**src/rtl/alu_pkg.sv**
```systemverilog
`default_nettype none
// ============================================================================
//  Module      : alu_pkg
//  Description : Shared ALU logic-unit constants: ALUFun codes, the BIST LFSR
//                feedback mask and the operand-B scramble mask, plus small
//                helpers used by the self-test engine.
//  Revision    : 1.0 - initial release
// ============================================================================
package alu_pkg;

  // Logic-unit function codes, shared with the ALU and control decoder
  localparam logic [5:0] ALU_AND = 6'b011000;
  localparam logic [5:0] ALU_OR  = 6'b011110;
  localparam logic [5:0] ALU_XOR = 6'b010110;
  localparam logic [5:0] ALU_NOR = 6'b010001;
  localparam logic [5:0] ALU_A   = 6'b011010;

  // Galois LFSR feedback mask (right-shifting form)
  localparam logic [31:0] c_lfsr_mask  = 32'h8020_0003;
  // Operand B is a half-swapped, scrambled copy of operand A
  localparam logic [31:0] c_b_scramble = 32'h5A5A_5A5A;

  // Number of ops exercised per run
  localparam logic [2:0] c_num_ops = 3'd5;

  // Op index (0..4) to ALUFun code
  function automatic logic [5:0] op_code(input logic [2:0] op);
    logic [5:0] code;
    case (op)
      3'd0:    code = ALU_AND;
      3'd1:    code = ALU_OR;
      3'd2:    code = ALU_XOR;
      3'd3:    code = ALU_NOR;
      3'd4:    code = ALU_A;
      default: code = 6'b000000;
    endcase
    return code;
  endfunction

  // One step of the right-shifting Galois LFSR
  function automatic logic [31:0] lfsr_step(input logic [31:0] s);
    return {1'b0, s[31:1]} ^ (s[0] ? c_lfsr_mask : 32'h0000_0000);
  endfunction

  // Derive operand B from operand A
  function automatic logic [31:0] scramble_b(input logic [31:0] a);
    return {a[15:0], a[31:16]} ^ c_b_scramble;
  endfunction

endpackage
`default_nettype wire

```
**src/rtl/alu_logic_model.sv**
```systemverilog
`default_nettype none
// ============================================================================
//  Module      : alu_logic_model
//  Description : Combinational golden model of the ALU logic unit. Unknown
//                function codes produce zero.
//  Revision    : 1.0 - initial release
// ============================================================================
module alu_logic_model
  import alu_pkg::*;
(
  input  logic [31:0] A,
  input  logic [31:0] B,
  input  logic [5:0]  ALUFun,
  output logic [31:0] expected
);

  // Reference result for the driven function code
  always_comb begin
    expected = 32'h0000_0000;
    case (ALUFun)
      ALU_AND: expected = A & B;
      ALU_OR:  expected = A | B;
      ALU_XOR: expected = A ^ B;
      ALU_NOR: expected = ~(A | B);
      ALU_A:   expected = A;
      default: expected = 32'h0000_0000;
    endcase
  end

endmodule
`default_nettype wire

```
**src/rtl/alu_logic_bist.sv**
```systemverilog
`default_nettype none
// ============================================================================
//  Module      : alu_logic_bist
//  Description : Built-in self-test engine for the ALU logic unit. Streams
//                LFSR operand pairs through all five logic ops, one vector
//                per cycle, and checks the returned result against a golden
//                model. Reports pass/fail, error count and first failure.
//  Revision    : 1.0 - initial release
// ============================================================================
module alu_logic_bist
  import alu_pkg::*;
#(
  parameter int          N_VECTORS = 16,
  parameter logic [31:0] SEED      = 32'hACE1_2468
) (
  input  logic        clk,
  input  logic        reset,
  input  logic        start,
  input  logic [31:0] S,
  output logic [31:0] A,
  output logic [31:0] B,
  output logic [5:0]  ALUFun,
  output logic        busy,
  output logic        done,
  output logic        pass,
  output logic [15:0] err_count,
  output logic [2:0]  fail_op,
  output logic [7:0]  fail_idx
);

  localparam logic [1:0] c_st_idle = 2'd0;
  localparam logic [1:0] c_st_run  = 2'd1;
  localparam logic [1:0] c_st_done = 2'd2;

  localparam logic [7:0]  c_last_idx = 8'(N_VECTORS - 1);
  localparam logic [2:0]  c_last_op  = c_num_ops - 3'd1;
  localparam logic [15:0] c_err_max  = 16'hFFFF;

  logic [1:0]  r_state;
  logic [2:0]  r_op;
  logic [7:0]  r_idx;
  logic [31:0] r_a;
  logic [31:0] r_b;
  logic [5:0]  r_alufun;
  logic [15:0] r_err;
  logic [2:0]  r_fail_op;
  logic [7:0]  r_fail_idx;
  logic        r_pass;

  logic [31:0] w_expected;
  logic        w_mismatch;
  logic        w_idx_wrap;
  logic        w_last_vec;
  logic [31:0] w_next_a;
  logic [2:0]  w_next_op;
  logic [7:0]  w_next_idx;

  alu_logic_model u_model (
    .A        (r_a),
    .B        (r_b),
    .ALUFun   (r_alufun),
    .expected (w_expected)
  );

  // Next-vector selection: step the LFSR within an op, reseed on op change
  always_comb begin
    w_mismatch = (S != w_expected);
    w_idx_wrap = (r_idx == c_last_idx);
    w_last_vec = w_idx_wrap && (r_op == c_last_op);
    w_next_a   = w_idx_wrap ? SEED : lfsr_step(r_a);
    w_next_op  = w_idx_wrap ? (r_op + 3'd1) : r_op;
    w_next_idx = w_idx_wrap ? 8'd0 : (r_idx + 8'd1);
  end

  // Run control, vector generation and result checking
  always_ff @(posedge clk) begin
    if (reset) begin
      r_state    <= c_st_idle;
      r_op       <= 3'd0;
      r_idx      <= 8'd0;
      r_a        <= 32'h0000_0000;
      r_b        <= 32'h0000_0000;
      r_alufun   <= 6'b000000;
      r_err      <= 16'h0000;
      r_fail_op  <= 3'b111;
      r_fail_idx <= 8'hFF;
      r_pass     <= 1'b0;
    end else begin
      case (r_state)
        c_st_idle: begin
          if (start) begin
            r_state    <= c_st_run;
            r_op       <= 3'd0;
            r_idx      <= 8'd0;
            r_a        <= SEED;
            r_b        <= scramble_b(SEED);
            r_alufun   <= op_code(3'd0);
            r_err      <= 16'h0000;
            r_fail_op  <= 3'b111;
            r_fail_idx <= 8'hFF;
            r_pass     <= 1'b0;
          end
        end
        c_st_run: begin
          if (w_mismatch) begin
            if (r_err != c_err_max) begin
              r_err <= r_err + 16'd1;
            end
            // A zero count means this is the run's first mismatch
            if (r_err == 16'h0000) begin
              r_fail_op  <= r_op;
              r_fail_idx <= r_idx;
            end
          end
          if (w_last_vec) begin
            // Keep the final vector on the bus
            r_state <= c_st_done;
          end else begin
            r_op     <= w_next_op;
            r_idx    <= w_next_idx;
            r_a      <= w_next_a;
            r_b      <= scramble_b(w_next_a);
            r_alufun <= op_code(w_next_op);
          end
        end
        c_st_done: begin
          r_pass  <= (r_err == 16'h0000);
          r_state <= c_st_idle;
        end
        default: begin
          r_state <= c_st_idle;
        end
      endcase
    end
  end

  assign A         = r_a;
  assign B         = r_b;
  assign ALUFun    = r_alufun;
  assign busy      = (r_state == c_st_run);
  assign done      = (r_state == c_st_done);
  assign pass      = r_pass;
  assign err_count = r_err;
  assign fail_op   = r_fail_op;
  assign fail_idx  = r_fail_idx;

endmodule
`default_nettype wire
```
**config.mk**
```make
export PLATFORM = sky130hd
export DESIGN_NAME = alu_logic_bist
export DESIGN_NICKNAME = d
export VERILOG_FILES = /design/src/rtl/alu_pkg.sv /design/src/rtl/alu_logic_model.sv /design/src/rtl/alu_logic_bist.sv
export SDC_FILE = /design/constraint.sdc
export NUM_CORES = 1
export LEC_CHECK = 0
export ABC_AREA = 1
export CAP_MARGIN = 20
export CORE_MARGIN = 5
export CORE_UTILIZATION = 42
export DETAILED_ROUTE_END_ITERATION = 8
export GPL_TIMING_DRIVEN = 0
export PLACE_DENSITY_LB_ADDON = 0.08
export SYNTH_ARGS = -nofsm -noshare
export SYNTH_HDL_FRONTEND = slang
export SYNTH_HIERARCHICAL = 1
export SYNTH_SLANG_ARGS = --single-unit
```
**constraint.sdc**
```tcl
create_clock -name clk -period 5.7 [get_ports clk]
set_input_delay 1.14 -clock clk [delete_from_list [all_inputs] [get_ports clk]]
set_output_delay 1.14 -clock clk [all_outputs]
set_load 0.005 [all_outputs]
```
* After elaboration in Yosys (flattened, before gate mapping)
Cells that the tools add are included.
** Storage, ports and cells
- Word-level logic and storage cells :: 89
- RAM bits :: 0
- ROM bits :: 0
- Memories :: 0
- Register bits :: 111
- Output and inout port bits :: 100
- Input port bits :: 35
- Bits in latches :: 0
** Cells by class
- Multipliers :: 0
- Div/mod/pow operators :: 0
- Reductions and logical operators :: 11
- Bitwise operators :: 6
- Add/subtract/negate cells :: 3
- Muxes and demuxes :: 38
- $lt $le $gt $ge :: 0
- Shift operators :: 0
- Equality and inequality tests :: 21
** Operators with widths (count)
- 32-bit 2-to-1 mux :: 6
- 32-bit case mux with 5 select lines :: 1
- 32-bit case mux with 2 select lines :: 2
- 16-bit 2-to-1 mux :: 3
- 8-bit 2-to-1 mux :: 6
- 32-bit bitwise AND :: 1
- 32-bit != test :: 1
- 32-bit inverter :: 1
- 32-bit OR :: 1
- 16-bit case mux with 2 select lines :: 1
- 8-bit case mux with 2 select lines :: 2
- 31-bit by 32-bit XOR with 32-bit output :: 1
- 32-bit XOR :: 1
- 6-bit by 5-bit equality test with 1-bit output, second input constant :: 5
- 5-bit case mux with 5 select lines :: 1
- 3-bit 2-to-1 mux :: 6
- 16-bit by 1-bit adder with 16-bit output, second input constant :: 1
- 16-bit logical NOT :: 1
- 16-bit != test, second input constant :: 1
- 16-bit inverter :: 1
- 6-bit 2-to-1 mux :: 2
- 3-bit case mux with 2 select lines :: 2
- 6-bit case mux with 2 select lines :: 1
- 8-bit by 1-bit adder with 8-bit output, second input constant :: 1
- other kinds (20) :: 30

* Logic depth before layout (Yosys ltp)
Gate-level depths: netlist of the first run.
- Word-level depth :: 6
- Mapped depth :: 22
- Depth with buffers taken out :: 19

* Modules after synthesis
The synthesis of the first run kept the hierarchy.
** By module, submodules not included
- alu_logic_bist :: cells an instance 720, area an instance 5081.1 µm², times used 1
- alu_logic_model :: cells an instance 511, area an instance 2627.5 µm², times used 1

* Worst setup path before layout of the first run
Ideal clock, no wire load.
- Path kind :: input to register
- Start point :: in S[21]
- End point :: reg r_fail_idx[0], in the netlist fail_idx[0]
- Setup time :: 0.130 ns
- Required time :: 5.570 ns
- Stages on the path :: 10
- Path buffers :: 2
- Path slack :: 3.413 ns
- Data arrival time :: 2.158 ns
- Cell sequence :: inv_1 > nor2_1 > nor3_1 > nand2_1 > nor2_1 > nand3_2 > buf_2 > buf_2 > nand4_1 > nand3_1
** On the way
- Cells in the longest elaborated chain, start to end :: 3
** Ends and longest elaborated chain
- from (decl) :: RTL line alu_logic_bist.sv:19 : input logic [31:0] S,
- 32-bit != test :: RTL line alu_logic_bist.sv:67 : w_mismatch = (S != w_expected);
- 2-bit by 1-bit != test with 1-bit output (no line)
- 4-bit AND reduction (no line)
- to (signal assigned) :: RTL line alu_logic_bist.sv:112 : r_fail_idx <= r_idx;
- to (decl) :: RTL line alu_logic_bist.sv:47 : logic [7:0] r_fail_idx;
Every way passes these cells.
A chain may end at the register's enable or synchronous reset.

* Worst setup path in the final report of the first run
- Start point :: reg r_state[1]
- End point :: out busy
** On the way
- Cells in the longest elaborated chain, start to end :: 1
** Ends and longest elaborated chain
- from (decl) :: RTL line alu_logic_bist.sv:39 : logic [1:0] r_state;
- from (signal assigned) :: RTL line alu_logic_bist.sv:78 : r_state <= c_st_idle;
- from (signal assigned) :: RTL line alu_logic_bist.sv:92 : r_state <= c_st_run;
- from (signal assigned) :: RTL line alu_logic_bist.sv:117 : r_state <= c_st_done;
- 2-bit by 1-bit equality test with 1-bit output :: RTL line alu_logic_bist.sv:140 : assign busy = (r_state == c_st_run);
- to (decl) :: RTL line alu_logic_bist.sv:23 : output logic busy,
Every way passes these cells.

==> metrics.txt, run 1 <==
status=completed; FMAX=316.0 MHz; die width=145.5 µm; most frequent cells in the layout=nand2_1, inv_1, clkdlybuf4s50_1; antenna cells=0; total congestion overflow=0; CTS H-tree depth=3; max cap viols=0; die area=21,160 µm²; Max FO, Critical Path=10; area added between synthesis and finish=24.90%; Tmin final=3.165 ns; Crit. End Element=primary output; Worst-path clk slew=0.06 ns; reg2reg setup slack=2.80 ns; RSZ-0062 raised after global routing=no; nets=1,480; Post-CTS Resized=0; drt first pass iters=5; met3 WL=1153 µm; IO Port Bufs=133; post-place instance area=9330 µm²; final clock skew=0.01515 ns; Core Region=18,020 µm²; Initial Util=0.4277; clock latency on the worst-skew pair=0.35 ns; Max-slew headroom=0.4642; Final Hold Vio Count=0; share of cells above drive strength 1=0.08834; M1 wire length=10,910 µm; max incr delay on CP=0.61 ns; WP data required=4.56 ns; critical path class=reg -> out; fin crit share=0.5552; Least-Margin Pin Slew=0.8037 ns; total power=0.001878 W; synthesized area=7709 µm²; Yosys warnings=6; Post-Route WL=23,740 µm; largest net degree at the start of global routing=17; Clock Tree Root=clkbuf_16; DRC=0; Crit-path slowest cell=clkdlybuf4s50_1; Routed Antenna Nets=0; setup bufs post-CTS=0; min-delay worst type=reg -> reg; Hold-fix buffers, CTS=0; Die Y=145.5 µm; delay-heaviest family, CP=buffers and inverters; maximum buffer depth of the clock tree=2; vias=7,787; routability cong.=0.8847; Post-Syn Instances=1,231; design area=9628 µm²; Slew Limit Fails=0; Leak=4.842 nW; clock sinks=94; Hold Worst Slack=0.4601 ns; #FFs+latches synth=94; CP bufs+invs=4; initial antenna violation count=0; worst vdd ir=0.1729 mV; CP arrival=2.02 ns; drt wl/cell=14.74 µm; final setup vio count=0; worst path cell trace=inv_1 -> nand2_2 -> clkinv_2 -> clkbuf_1 -> clkdlybuf4s50_1; Final TNS setup=0 ns; initial DRC count=414; TritonCTS clock tree=yes; vias per std cell=4.837; max layer used=met4; post-synthesis sequential area ratio=0.2441; syn avg cell area=6.262 µm²; most common cell after layout, fill and taps aside=nand2_1; global-route wire length before repair=38,200 µm; Synth cell types=43; pwr dens=195.1 nW/µm²; TritonCTS buffer count=9; post-DP HPWL=17,900 µm; element type at the critical path start=register; IO Count=135; Met2 Routed Length=11,140 µm; row cnt=49; gr usage total=0.2179; number of global-route vias before repair=7,262
## path summary, 6_finish.rpt
kind,cells after the start,end,from
worst min register to register,2,fail_idx[4],fail_idx[4]
worst max-delay path,5,busy,r_state[1]
worst max register to register,18,fail_idx[6],ALUFun[1]
worst min-delay path,2,fail_idx[4],fail_idx[4]
## kinds of logic (layout without fill, tap and decap cells)
kind of cell	count (synthesis)	after routing	synth area share
simple gates	653	653	0.3676
buf+inv	297	446	0.1665
compound gates	99	99	0.08878
flops	94	94	0.2441
fa+ha+maj	69	69	0.1120
xor+xnor	18	18	0.02045
other cells	1	2	0.0004865
## flip-flops by register name (all words and copies together) (netlist names)
name / count
A: 31
r_op: 3
err_count: 16
r_idx: 8
fail_op: 3
fail_idx: 8
pass: 1
ALUFun: 5
B: 17
r_state: 2
## per-stage QoR
stage / worst slack (ns) / cells / utilization
3_3_place_gp: 2.589 / 1594 / 0.5176
5_1_grt: 2.449 / 1610 / 0.5342
2_1_floorplan: 3.413 / 1232 / -
3_5_place_dp: 2.601 / 1594 / 0.5176
6_report: 2.535 / 1610 / 0.5342
4_1_cts: 2.519 / 1610 / 0.5342
## Yosys cell counts
| master | instances | area share |
|---|---|---|
| o21ai_1 | 1 | 0.00065 |
| a21oi_1 | 53 | 0.034 |
| conb_1 | 1 | 0.00049 |
| clkinv_1 | 1 | 0.00049 |
| o221ai_1 | 6 | 0.0068 |
| nor4_4 | 1 | 0.0028 |
| buf_6 | 5 | 0.0073 |
| dfxtp_1 | 94 | 0.24 |
| nand2_4 | 1 | 0.0015 |
| buf_8 | 1 | 0.0019 |
| o221ai_2 | 3 | 0.0058 |
| nand3_2 | 4 | 0.0052 |
| buf_1 | 1 | 0.00049 |
| o211ai_2 | 15 | 0.024 |
| nand3b_1 | 1 | 0.00097 |
| nor2_1 | 127 | 0.062 |
| nor3_2 | 2 | 0.0026 |
| buf_4 | 25 | 0.024 |
| nand2_1 | 348 | 0.17 |
| xnor2_1 | 6 | 0.0068 |
| buf_2 | 20 | 0.013 |
| a31oi_1 | 1 | 0.00081 |
| or2_2 | 9 | 0.0073 |
| inv_2 | 2 | 0.00097 |
| clkbuf_1 | 16 | 0.0078 |
| nor4_1 | 2 | 0.0016 |
| clkinv_2 | 1 | 0.00065 |
| nand2_2 | 9 | 0.0073 |
| ha_1 | 69 | 0.11 |
| and3_1 | 1 | 0.00081 |
| nand4_1 | 20 | 0.016 |
| or2_1 | 1 | 0.00081 |
| a21oi_2 | 1 | 0.0011 |
| a211oi_2 | 1 | 0.0016 |
| nor2_4 | 4 | 0.0058 |
| a21oi_4 | 1 | 0.0021 |
| nor3_1 | 10 | 0.0065 |
| o21ai_0 | 17 | 0.011 |
| xor2_1 | 12 | 0.014 |
| inv_1 | 225 | 0.11 |
| nor3b_1 | 2 | 0.0019 |
| nor3_4 | 2 | 0.0042 |
| nand3_1 | 109 | 0.071 |
## power by group
part / internal, W / switching (W)
sequential: 0.000696 / 0.0000677
combinational: 0.000236 / 0.000272
clock: 0.000343 / 0.000264
total: 0.00128 / 0.000603
## layout make-up
class	instances	area, µm²
fill	1814	8397
multi-input combinational	841	4547
sequential	94	1882
timing repair buffer	133	1331
inverter	229	860.8
buffer	68	422.9
tap	229	286.5
clock buffer	10	229.0
clock inverter	6	68.82
## layer usage
metal	up-vias	global-route usage
li1	4073	-
met1	3462	0.2872
met2	216	0.3676
met3	36	0.03644
met4	0	0.06250
met5	-	0
## worst register-to-register path, stage by stage (launching register included)
cell	delay [ns]
dfxtp_1	0.46
nand2_2	0.10
nor2_4	0.19
buf_2	0.34
nand3_1	0.11
nand2_1	0.09
nor2_1	0.05
nand2_1	0.11
nand2_1	0.06
inv_1	0.05
nor2_1	0.03
nor2_1	0.09
nand3_1	0.08
nor2_1	0.18
nand3_2	0.19
buf_2	0.25
buf_2	0.20
nand4_1	0.09
nand3_1	0.08
(Power assumes the default switching activity.)
==> inputs of run 2 (changes only) <==
==> constraint.sdc (replaced) <==
create_clock -name clk -period 3.2 [get_ports clk]
set_input_delay 0.64 -clock clk [delete_from_list [all_inputs] [get_ports clk]]
set_output_delay 0.64 -clock clk [all_outputs]
set_load 0.005 [all_outputs]
==> results of run 2 <==
The final DEF is identical to that of run 1. Status: completed.
Among the figures that moved: setup slack after placement 2.601 ns -> 0.3508 ns; clock-pin slew on the worst setup and hold paths 0.06 ns -> 0.07 ns; setup slack after layout 2.535 ns -> 0.3025 ns; start point of the critical path r_state[1] -> ALUFun[1]; end point of the critical path busy -> fail_idx[6]; register-to-register setup slack 2.80 ns -> 0.30 ns; total power 0.001878 W -> 0.003346 W; worst IR drop on VDD 0.1729 mV -> 0.3080 mV
==> inputs of run 3 (changes only) <==
--- a/config.mk
+++ b/config.mk
@@ -12,6 +12,7 @@
 export DETAILED_ROUTE_END_ITERATION = 8
 export GPL_TIMING_DRIVEN = 0
 export PLACE_DENSITY_LB_ADDON = 0.08
+export SKIP_CTS_REPAIR_TIMING = 1
 export SYNTH_ARGS = -nofsm -noshare
 export SYNTH_HDL_FRONTEND = slang
 export SYNTH_HIERARCHICAL = 1
==> results of run 3 <==
The final DEF is identical to that of run 1. Status: completed.
Among the figures that moved: setup slack after placement 2.601 ns -> 0.3508 ns; clock-pin slew on the worst setup and hold paths 0.06 ns -> 0.07 ns; setup slack after layout 2.535 ns -> 0.3025 ns; start point of the critical path r_state[1] -> ALUFun[1]; end point of the critical path busy -> fail_idx[6]; register-to-register setup slack 2.80 ns -> 0.30 ns; total power 0.001878 W -> 0.003346 W; worst IR drop on VDD 0.1729 mV -> 0.3080 mV
